[src/rtl/pipe_mem_stage_if.sv]
// Bundle of the EX->MEM handshake, the data-memory port and the MEM->WB handshake.
// master: the memory stage itself. slave: the surrounding pipeline and memory.
interface pipe_mem_stage_if #(
  parameter int DW   = 32,
  parameter int IDXW = 5
);
  logic            up_syn;
  logic            up_ack;
  logic [DW-1:0]   alu_in;
  logic [DW-1:0]   sdata_in;
  logic [IDXW-1:0] idx_in;
  logic [2:0]      op_in;

  logic            mem_req;
  logic            mem_we;
  logic [DW-1:0]   mem_addr;
  logic [3:0]      mem_be;
  logic [DW-1:0]   mem_wdata;
  logic [DW-1:0]   mem_rdata;
  logic            mem_ack;

  logic            down_syn;
  logic            down_ack;
  logic [DW-1:0]   dout;
  logic [IDXW-1:0] idxout;
  logic            wb_en;
  logic            align_err;

  modport master (
    input  up_syn, alu_in, sdata_in, idx_in, op_in, mem_rdata, mem_ack, down_ack,
    output up_ack, mem_req, mem_we, mem_addr, mem_be, mem_wdata,
           down_syn, dout, idxout, wb_en, align_err
  );

  modport slave (
    output up_syn, alu_in, sdata_in, idx_in, op_in, mem_rdata, mem_ack, down_ack,
    input  up_ack, mem_req, mem_we, mem_addr, mem_be, mem_wdata,
           down_syn, dout, idxout, wb_en, align_err
  );
endinterface

[src/rtl/pipe_mem_stage.sv]
// MIPS memory-access stage: one instruction in flight, syn/ack on both sides,
// byte/word loads and stores over a req/ack memory port. All outputs registered.
module pipe_mem_stage #(
  parameter int DW   = 32,
  parameter int IDXW = 5
) (
  input  logic clk,
  input  logic rst,
  pipe_mem_stage_if.master bus
);
  typedef enum logic [1:0] {IDLE, ACCESS, SEND, DRAIN} state_t;

  localparam logic [2:0] OP_NONE = 3'd0;
  localparam logic [2:0] OP_LW   = 3'd1;
  localparam logic [2:0] OP_SW   = 3'd2;
  localparam logic [2:0] OP_LB   = 3'd3;
  localparam logic [2:0] OP_LBU  = 3'd4;
  localparam logic [2:0] OP_SB   = 3'd5;

  typedef struct packed {
    logic [2:0]      op;
    logic [1:0]      lane;
    logic [IDXW-1:0] idx;
  } req_t;

  state_t          state, state_n;
  req_t            req, req_n;
  logic            up_ack_n, mem_req_n, mem_we_n, down_syn_n, wb_en_n, align_err_n;
  logic [DW-1:0]   mem_addr_n, mem_wdata_n, dout_n;
  logic [3:0]      mem_be_n;
  logic [IDXW-1:0] idxout_n;

  logic [2:0] op_c;
  logic       is_word, is_byte, is_store, misalign;
  logic [7:0] rbyte;

  // Opcodes 6-7 collapse to NONE so they pass straight through like ALU ops.
  assign op_c     = (bus.op_in > OP_SB) ? OP_NONE : bus.op_in;
  assign is_word  = (op_c == OP_LW) || (op_c == OP_SW);
  assign is_byte  = (op_c == OP_LB) || (op_c == OP_LBU) || (op_c == OP_SB);
  assign is_store = (op_c == OP_SW) || (op_c == OP_SB);
  assign misalign = is_word && (bus.alu_in[1:0] != 2'b00);
  assign rbyte    = bus.mem_rdata[{req.lane, 3'b000} +: 8];

  always_comb begin
    state_n     = state;
    req_n       = req;
    up_ack_n    = bus.up_ack;
    mem_req_n   = bus.mem_req;
    mem_we_n    = bus.mem_we;
    mem_addr_n  = bus.mem_addr;
    mem_be_n    = bus.mem_be;
    mem_wdata_n = bus.mem_wdata;
    down_syn_n  = bus.down_syn;
    dout_n      = bus.dout;
    idxout_n    = bus.idxout;
    wb_en_n     = bus.wb_en;
    align_err_n = 1'b0;

    if (bus.up_ack && !bus.up_syn) up_ack_n = 1'b0;

    case (state)
      IDLE: if (bus.up_syn && !bus.up_ack) begin
        up_ack_n = 1'b1;
        req_n    = '{op: op_c, lane: bus.alu_in[1:0], idx: bus.idx_in};
        idxout_n = bus.idx_in;
        if ((is_word || is_byte) && !misalign) begin
          state_n     = ACCESS;
          mem_req_n   = 1'b1;
          mem_we_n    = is_store;
          mem_addr_n  = {bus.alu_in[DW-1:2], 2'b00};
          mem_be_n    = is_byte ? (4'b0001 << bus.alu_in[1:0]) : 4'hF;
          mem_wdata_n = (op_c == OP_SB) ? {(DW/8){bus.sdata_in[7:0]}} :
                        (op_c == OP_SW) ? bus.sdata_in : '0;
        end else begin
          state_n     = SEND;
          down_syn_n  = 1'b1;
          dout_n      = misalign ? '0 : bus.alu_in;
          wb_en_n     = !misalign && (bus.idx_in != '0);
          align_err_n = misalign;
        end
      end
      ACCESS: if (bus.mem_ack) begin
        state_n    = SEND;
        mem_req_n  = 1'b0;
        mem_we_n   = 1'b0;
        down_syn_n = 1'b1;
        wb_en_n    = (req.idx != '0);
        case (req.op)
          OP_LW:   dout_n = bus.mem_rdata;
          OP_LB:   dout_n = {{(DW-8){rbyte[7]}}, rbyte};
          OP_LBU:  dout_n = {{(DW-8){1'b0}}, rbyte};
          default: begin dout_n = '0; wb_en_n = 1'b0; end
        endcase
      end
      SEND: if (bus.down_ack) begin
        state_n    = DRAIN;
        down_syn_n = 1'b0;
      end
      DRAIN: if (!bus.down_ack) state_n = IDLE;
      default: state_n = IDLE;
    endcase
  end

  always_ff @(posedge clk or negedge rst) begin
    if (!rst) begin
      state         <= IDLE;
      req           <= '0;
      bus.up_ack    <= 1'b0;
      bus.mem_req   <= 1'b0;
      bus.mem_we    <= 1'b0;
      bus.mem_addr  <= '0;
      bus.mem_be    <= '0;
      bus.mem_wdata <= '0;
      bus.down_syn  <= 1'b0;
      bus.dout      <= '0;
      bus.idxout    <= '0;
      bus.wb_en     <= 1'b0;
      bus.align_err <= 1'b0;
    end else begin
      state         <= state_n;
      req           <= req_n;
      bus.up_ack    <= up_ack_n;
      bus.mem_req   <= mem_req_n;
      bus.mem_we    <= mem_we_n;
      bus.mem_addr  <= mem_addr_n;
      bus.mem_be    <= mem_be_n;
      bus.mem_wdata <= mem_wdata_n;
      bus.down_syn  <= down_syn_n;
      bus.dout      <= dout_n;
      bus.idxout    <= idxout_n;
      bus.wb_en     <= wb_en_n;
      bus.align_err <= align_err_n;
    end
  end
endmodule

[src/flat_wrapper.sv]
// flat-port wrapper written by rule: the top's interface ports become plain ports
module pipe_mem_stage_flat 
#(
  parameter int DW   = 32,
  parameter int IDXW = 5
)
  (clk, rst, bus_up_syn, bus_alu_in, bus_sdata_in, bus_idx_in, bus_op_in, bus_mem_rdata, bus_mem_ack, bus_down_ack, bus_up_ack, bus_mem_req, bus_mem_we, bus_mem_addr, bus_mem_be, bus_mem_wdata, bus_down_syn, bus_dout, bus_idxout, bus_wb_en, bus_align_err);
  pipe_mem_stage_if #(.DW(DW), .IDXW(IDXW)) bus_i ();
  input  logic clk;
  input  logic rst;
  input wire logic [$bits(bus_i.up_syn)-1:0] bus_up_syn;
  input wire logic [$bits(bus_i.alu_in)-1:0] bus_alu_in;
  input wire logic [$bits(bus_i.sdata_in)-1:0] bus_sdata_in;
  input wire logic [$bits(bus_i.idx_in)-1:0] bus_idx_in;
  input wire logic [$bits(bus_i.op_in)-1:0] bus_op_in;
  input wire logic [$bits(bus_i.mem_rdata)-1:0] bus_mem_rdata;
  input wire logic [$bits(bus_i.mem_ack)-1:0] bus_mem_ack;
  input wire logic [$bits(bus_i.down_ack)-1:0] bus_down_ack;
  output wire logic [$bits(bus_i.up_ack)-1:0] bus_up_ack;
  output wire logic [$bits(bus_i.mem_req)-1:0] bus_mem_req;
  output wire logic [$bits(bus_i.mem_we)-1:0] bus_mem_we;
  output wire logic [$bits(bus_i.mem_addr)-1:0] bus_mem_addr;
  output wire logic [$bits(bus_i.mem_be)-1:0] bus_mem_be;
  output wire logic [$bits(bus_i.mem_wdata)-1:0] bus_mem_wdata;
  output wire logic [$bits(bus_i.down_syn)-1:0] bus_down_syn;
  output wire logic [$bits(bus_i.dout)-1:0] bus_dout;
  output wire logic [$bits(bus_i.idxout)-1:0] bus_idxout;
  output wire logic [$bits(bus_i.wb_en)-1:0] bus_wb_en;
  output wire logic [$bits(bus_i.align_err)-1:0] bus_align_err;
  assign bus_i.up_syn = bus_up_syn;
  assign bus_i.alu_in = bus_alu_in;
  assign bus_i.sdata_in = bus_sdata_in;
  assign bus_i.idx_in = bus_idx_in;
  assign bus_i.op_in = bus_op_in;
  assign bus_i.mem_rdata = bus_mem_rdata;
  assign bus_i.mem_ack = bus_mem_ack;
  assign bus_i.down_ack = bus_down_ack;
  assign bus_up_ack = bus_i.up_ack;
  assign bus_mem_req = bus_i.mem_req;
  assign bus_mem_we = bus_i.mem_we;
  assign bus_mem_addr = bus_i.mem_addr;
  assign bus_mem_be = bus_i.mem_be;
  assign bus_mem_wdata = bus_i.mem_wdata;
  assign bus_down_syn = bus_i.down_syn;
  assign bus_dout = bus_i.dout;
  assign bus_idxout = bus_i.idxout;
  assign bus_wb_en = bus_i.wb_en;
  assign bus_align_err = bus_i.align_err;
  pipe_mem_stage #(.DW(DW), .IDXW(IDXW)) u_core (.clk(clk), .rst(rst), .bus(bus_i));
endmodule
[config.mk]
export PLATFORM = sky130hd
export DESIGN_NAME = pipe_mem_stage_flat
export DESIGN_NICKNAME = d
export VERILOG_FILES = /design/src/rtl/pipe_mem_stage_if.sv /design/src/rtl/pipe_mem_stage.sv /design/src/flat_wrapper.sv
export SDC_FILE = /design/constraint.sdc
export NUM_CORES = 1
export LEC_CHECK = 0
export BUFFER_PORTS_ARGS = -buffer_cell sky130_fd_sc_hd__buf_2
export CAP_MARGIN = 25
export CORE_MARGIN = 2
export CORE_UTILIZATION = 45
export DETAILED_ROUTE_END_ITERATION = 12
export PLACE_DENSITY_LB_ADDON = 0.12
export SETUP_SLACK_MARGIN = 0.15
export SYNTH_ARGS = -nofsm -noshare
export SYNTH_HDL_FRONTEND = slang
export SYNTH_SLANG_ARGS = --single-unit
[constraint.sdc]
create_clock -name clk -period 1.8 [get_ports clk]
set_clock_uncertainty 0.05 [all_clocks]
set_input_delay 0.36 -clock clk [delete_from_list [all_inputs] [get_ports clk]]
set_output_delay 0.36 -clock clk [all_outputs]
set_load 0.02 [all_outputs]
Word-level counts from Yosys, hierarchy flattened
Cells that the tools add are included.
Cells by class
  $lt $le $gt $ge: 1
  eq/ne operators: 17
  shift-type cells: 2
  muxes and demuxes: 39
  reductions and logical operators: 26
Operator list (count)
  $mux 32: 6
  $pmux 32 s3: 1
  $pmux 32 s2: 1
  $shiftx 32x6->8: 1
  $mux 1: 19
  $reduce_and 4->1: 3
  $mux 2: 5
  $reduce_bool 5->1: 2
  $eq 3x2->1 const B: 3
  $eq 3x3->1 const B: 3
  $ne 2x2->1 const B: 4
  $pmux 2 s4: 1
  $eq 3x1->1 const B: 2
  $pmux 1 s2: 3
  $logic_and 1x1->1: 5
  $logic_or 1x1->1: 5
  $reduce_and 5->1: 1
  $eq 2x2->1 const B: 2
  $mux 4: 1
  $ne 2x1->1 const B: 2
  $reduce_bool 2->1: 2
  $shl 1x2->4 const A: 1
  $gt 3x3->1 const B: 1
  $logic_not 1->1: 3
  8 further kinds: 8
Storage, ports and cells
  flip-flop bits (word level): 116
  input bits: 109
  output and inout bits: 111

Depth between registers and ports, before layout
  depth after elaboration: 10
  mapped depth: 10
  depth with buffers taken out: 7

Worst setup path after synthesis
OpenSTA, ideal clock, no wires.
  kind: register to register
  start: register u_core.state[0]
  end: register u_core.bus.mem_addr[10]
  arrival time: 1.765 ns
  setup slack: -0.140 ns
  cell stages (with the launch flop): 8
  clock period less this slack: 1.940 ns
  path through: dfrtp_1 -> inv_1 -> ha_1 -> nand3b_1 -> or2_1 -> buf_6 -> buf_12 -> mux2_4
Between the ends
  longest elaborated chain between the ends: 2
RTL lines
  from (decl): RTL line pipe_mem_stage.sv:26  | state_t state, state_n;
  from (signal assigned): RTL line pipe_mem_stage.sv:121  | state <= state_n;
  $logic_not 2->1: RTL line pipe_mem_stage.sv:62  | case (state)
  $reduce_and 3->1 (no source line)
  to (signal assigned): RTL line pipe_mem_stage.sv:126  | bus.mem_addr <= mem_addr_n;
  to (decl): RTL line pipe_mem_stage_if.sv:31  | output up_ack, mem_req, mem_we, mem_addr, mem_be, mem_wdata,
Every way passes these cells.
A chain may end at the register's enable or synchronous reset.

Worst setup path in the final report
  start: register u_core.req[5] (netlist name)
  end: register u_core.bus.dout[22] (netlist name)
Between the ends
  longest elaborated chain between the ends: 4
RTL lines
  from (decl): RTL line pipe_mem_stage.sv:27  | req_t req, req_n;
  from (signal assigned): RTL line pipe_mem_stage.sv:122  | req <= req_n;
  $shiftx 32x6->8: RTL line pipe_mem_stage.sv:43  | assign rbyte = bus.mem_rdata[{req.lane, 3'b000} +: 8];
  $pmux 32 s3: RTL line pipe_mem_stage.sv:89  | case (req.op)
  $mux 32: RTL line pipe_mem_stage.sv:83  | ACCESS: if (bus.mem_ack) begin
  $pmux 32 s2: RTL line pipe_mem_stage.sv:62
  to (signal assigned): RTL line pipe_mem_stage.sv:130  | bus.dout <= dout_n;
  to (decl): RTL line pipe_mem_stage_if.sv:32  | down_syn, dout, idxout, wb_en, align_err
Every way passes these cells. The select of a mux whose other input is x is not followed.

==> flow_summary.toml <==
[timing]
max_freq_mhz = 535
timing.final.ws_setup_ns = -0.0708
timing.setup.tns_ns = -0.465
rsz0062_at_grt = "true"
hold_viol = 0
finalMaxSlewViolations = 0
finalWorstPathRequiredPeriod_ns = 1.87
holdWs_ns = 0.135
timing.final.crit_share_pct = 104
worst_pin_slew_ns = 0.722
setup_viol = 35
slew_headroom_pct = 51.8

[power_and_ir_drop]
power.total_mw = 17.1
power_leakage_nw = 4.43
max-vdd-ir-drop_uv = 996
power_density_nw_per_um2 = 1890

[placement]
place_worst_setup_slack_ns = -0.355
place.port_buffers = 217
detailed_place_hpwl_mm = 12.3
placed_cell_area_um2 = 7350
globalplace.congestion = 0.850
dp.cells = 916

[drt]
vias = 5386
drc_errors = 0
drt_pass1_iterations = 5
drt.antenna.violating_nets = 0
route.detailed.vias_per_inst = 5.43
drt-wirelength-per-cell_um = 19.8
dr_iter_0_viols = 433
drt-total-wl_mm = 19.6

[logic_synthesis]
postSynthAreaPerCell_um2 = 11.0
synth-seq-cells = 116
mapped_cell_area_um2 = 5740
synth.distinct_cells = 52
synth_enable_flop_cells = 0
synth-seq-area-share_pct = 50.5
synth-async-reset-ratio_pct = 100
yosys_warnings = 0
ys_dominant_reg_cell = "sky130_fd_sc_hd__dfrtp_1"
syn_inst = 522

[clocking]
clock_latency_ns = 0.42
clk_buf_depth = 2
tritoncts = "yes"
htreeDepth = 4
inserted_clock_buffers = 17
cts.reportedPaths.clkPinSlew_ns = 0.06
clock_tree.root_cell = "sky130_fd_sc_hd__clkbuf_16"
cts_num_sinks = 116

[finish]
final_core_utilization_pct = 72.2
finalNetCount = 921
final_area_um2 = 9030
final_common_cell = "sky130_fd_sc_hd__buf_2"
antenna_cells_inserted = 0
area_delta_synth_final_pct = 57.2
top_library_cells_by_usage_in_the_layout_fill_and_taps_aside = "sky130_fd_sc_hd__buf_2 (216), sky130_fd_sc_hd__dfrtp_1 (115), sky130_fd_sc_hd__nand2_1 (57)"
drive_gt1_share_pct = 59.9
layoutNonFillerInstCount = 992

[critical_path]
startpoint_type_of_the_worst_setup_path = "flop"
cp.buffers_inverters = 1
max_stage_delay_ns = 0.54
arrival_ns = 2.12
critical-path-top-delay-family = "multiplexers"
endpoint_kind = "flop"
path_cells = "mux4_2 > and4_4 > clkbuf_16 > a221oi_2 > o21ai_1"
worst_ep_required_time_ns = 2.05
crit_type = "reg -> reg"
critical-path-slowest-cell = "sky130_fd_sc_hd__mux4_2"
critical_path_peak_fanout = 6

[grt]
grt_first_pass_wirelength_mm = 27.0
grt_max_degree = 46
grt_antenna_before_repair = 1
grt_util_all_layers_pct = 26.4
grt.overflow.total = 0
number_of_global_route_vias_before_repair = 5016

[die]
core_area_um2 = 12500
die_x_um = 117
dieArea_um2 = 13700
std_cell_rows = 41
io-pin-count = 220
initial_core_util_pct = 45.9
die-height_um = 117

[run_status]
run_status = "complete, but fails checks"
violated_checks = "setup timing"

[run]
cap_violations = 0

[hold_path]
min_path_type = "in -> reg"
-- flip-flops by register name (all words and copies together) (netlist names) --
name and count:
u_core.bus.idxout 5, u_core.bus.mem_be 4, u_core.bus.align_err 1, u_core.bus.down_syn 1, u_core.bus.up_ack 1, u_core.bus.mem_addr 30
u_core.bus.dout 32, u_core.state 2, u_core.bus.mem_req 1, u_core.req 5, u_core.bus.mem_we 1, u_core.bus.mem_wdata 32
u_core.bus.wb_en 1
-- synth_stat cells, types with 3 or more instances --
master / instances / area share [%]
sky130_fd_sc_hd__o21ai_1: 22 / 1.9
sky130_fd_sc_hd__clkbuf_2: 4 / 0.35
sky130_fd_sc_hd__nor2_1: 9 / 0.59
sky130_fd_sc_hd__buf_2: 6 / 0.52
sky130_fd_sc_hd__a2bb2oi_1: 6 / 0.91
sky130_fd_sc_hd__buf_6: 9 / 1.8
sky130_fd_sc_hd__nor2b_1: 5 / 0.54
sky130_fd_sc_hd__mux2_2: 7 / 1.4
sky130_fd_sc_hd__nand2_1: 86 / 5.6
sky130_fd_sc_hd__clkbuf_1: 16 / 1.0
sky130_fd_sc_hd__dfrtp_1: 116 / 51
sky130_fd_sc_hd__nor3_1: 4 / 0.35
sky130_fd_sc_hd__nand3_1: 3 / 0.26
sky130_fd_sc_hd__o21ai_2: 3 / 0.46
sky130_fd_sc_hd__nand2b_1: 3 / 0.33
sky130_fd_sc_hd__a21o_1: 3 / 0.39
sky130_fd_sc_hd__a21oi_1: 39 / 3.4
sky130_fd_sc_hd__mux2_4: 30 / 7.8
sky130_fd_sc_hd__o21ai_0: 49 / 4.3
sky130_fd_sc_hd__inv_1: 6 / 0.39
sky130_fd_sc_hd__nand3b_1: 4 / 0.52
sky130_fd_sc_hd__a221oi_1: 24 / 3.7
sky130_fd_sc_hd__mux4_2: 8 / 3.1
sky130_fd_sc_hd__buf_12: 3 / 1.0
sky130_fd_sc_hd__ha_1: 5 / 1.1
sky130_fd_sc_hd__a22o_1: 6 / 0.91
sky130_fd_sc_hd__buf_4: 8 / 1.0
sky130_fd_sc_hd__and3_1: 8 / 0.87
-- power by group --
part	total [mW]	internal (mW)	leakage, nW	switching, mW
clock	3.23	2.03	0.275	1.20
combinational	9.20	4.32	2.69	4.87
sequential	4.65	3.83	1.46	0.822
-- path summary, 6_finish.rpt --
kind | from | end | slack (ns) | depth (start not counted)
setup / recovery | u_core.req[5] | u_core.bus.dout[22] | -0.07 | 5
hold reg to reg | u_core.bus.mem_wdata[24] | u_core.bus.mem_wdata[24] | 0.42 | 2
min in group asynchronous | rst | u_core.bus.mem_addr[29] | 0.38 | 2
hold / removal | bus_idx_in[0] | u_core.bus.idxout[0] | 0.14 | 2
setup reg to reg | u_core.req[5] | u_core.bus.dout[22] | -0.07 | 5
max in group asynchronous | rst | u_core.bus.mem_wdata[19] | 0.71 | 3
-- final cells by class --
| cell class | instances | area, um^2 |
|---|---|---|
| clock buffer | 23 | 488 |
| fill | 902 | 3490 |
| timing repair buffer | 310 | 2190 |
| sequential | 116 | 2900 |
| multi-input combinational | 356 | 3130 |
| inverter | 6 | 22.5 |
| clock inverter | 9 | 77.6 |
| tap | 172 | 215 |
-- routing by layer --
layer / wire length (um) / track usage [%]
met1: 8060 / 35.8
met2: 9600 / 40.5
met5: 13 / 0
met3: 1500 / 7.36
met4: 441 / 10.0
-- kinds of logic after synthesis --
| logic type | count (synthesis) | synth area share (%) |
|---|---|---|
| AO/OA/AOI/OAI | 165 | 18.1 |
| buffers and inverters | 53 | 6.23 |
| adder cells (fa/ha/maj) | 5 | 1.09 |
| multiplexers | 46 | 12.5 |
| AND/OR/NAND/NOR | 135 | 11.3 |
| other | 1 | 0.0653 |
| flip-flops | 116 | 50.5 |
| XOR/XNOR | 1 | 0.153 |
-- timing repair --
item,CTS,global route
gates resized for setup,32,132
endpoints found under the setup margin,97,108
pin swaps,6,21
endpoints found under the hold margin,28,0
setup buffers,11,16
gates cloned,5,11
hold buffers,1,0
Note: power is estimated with default switching activity, not from simulation.
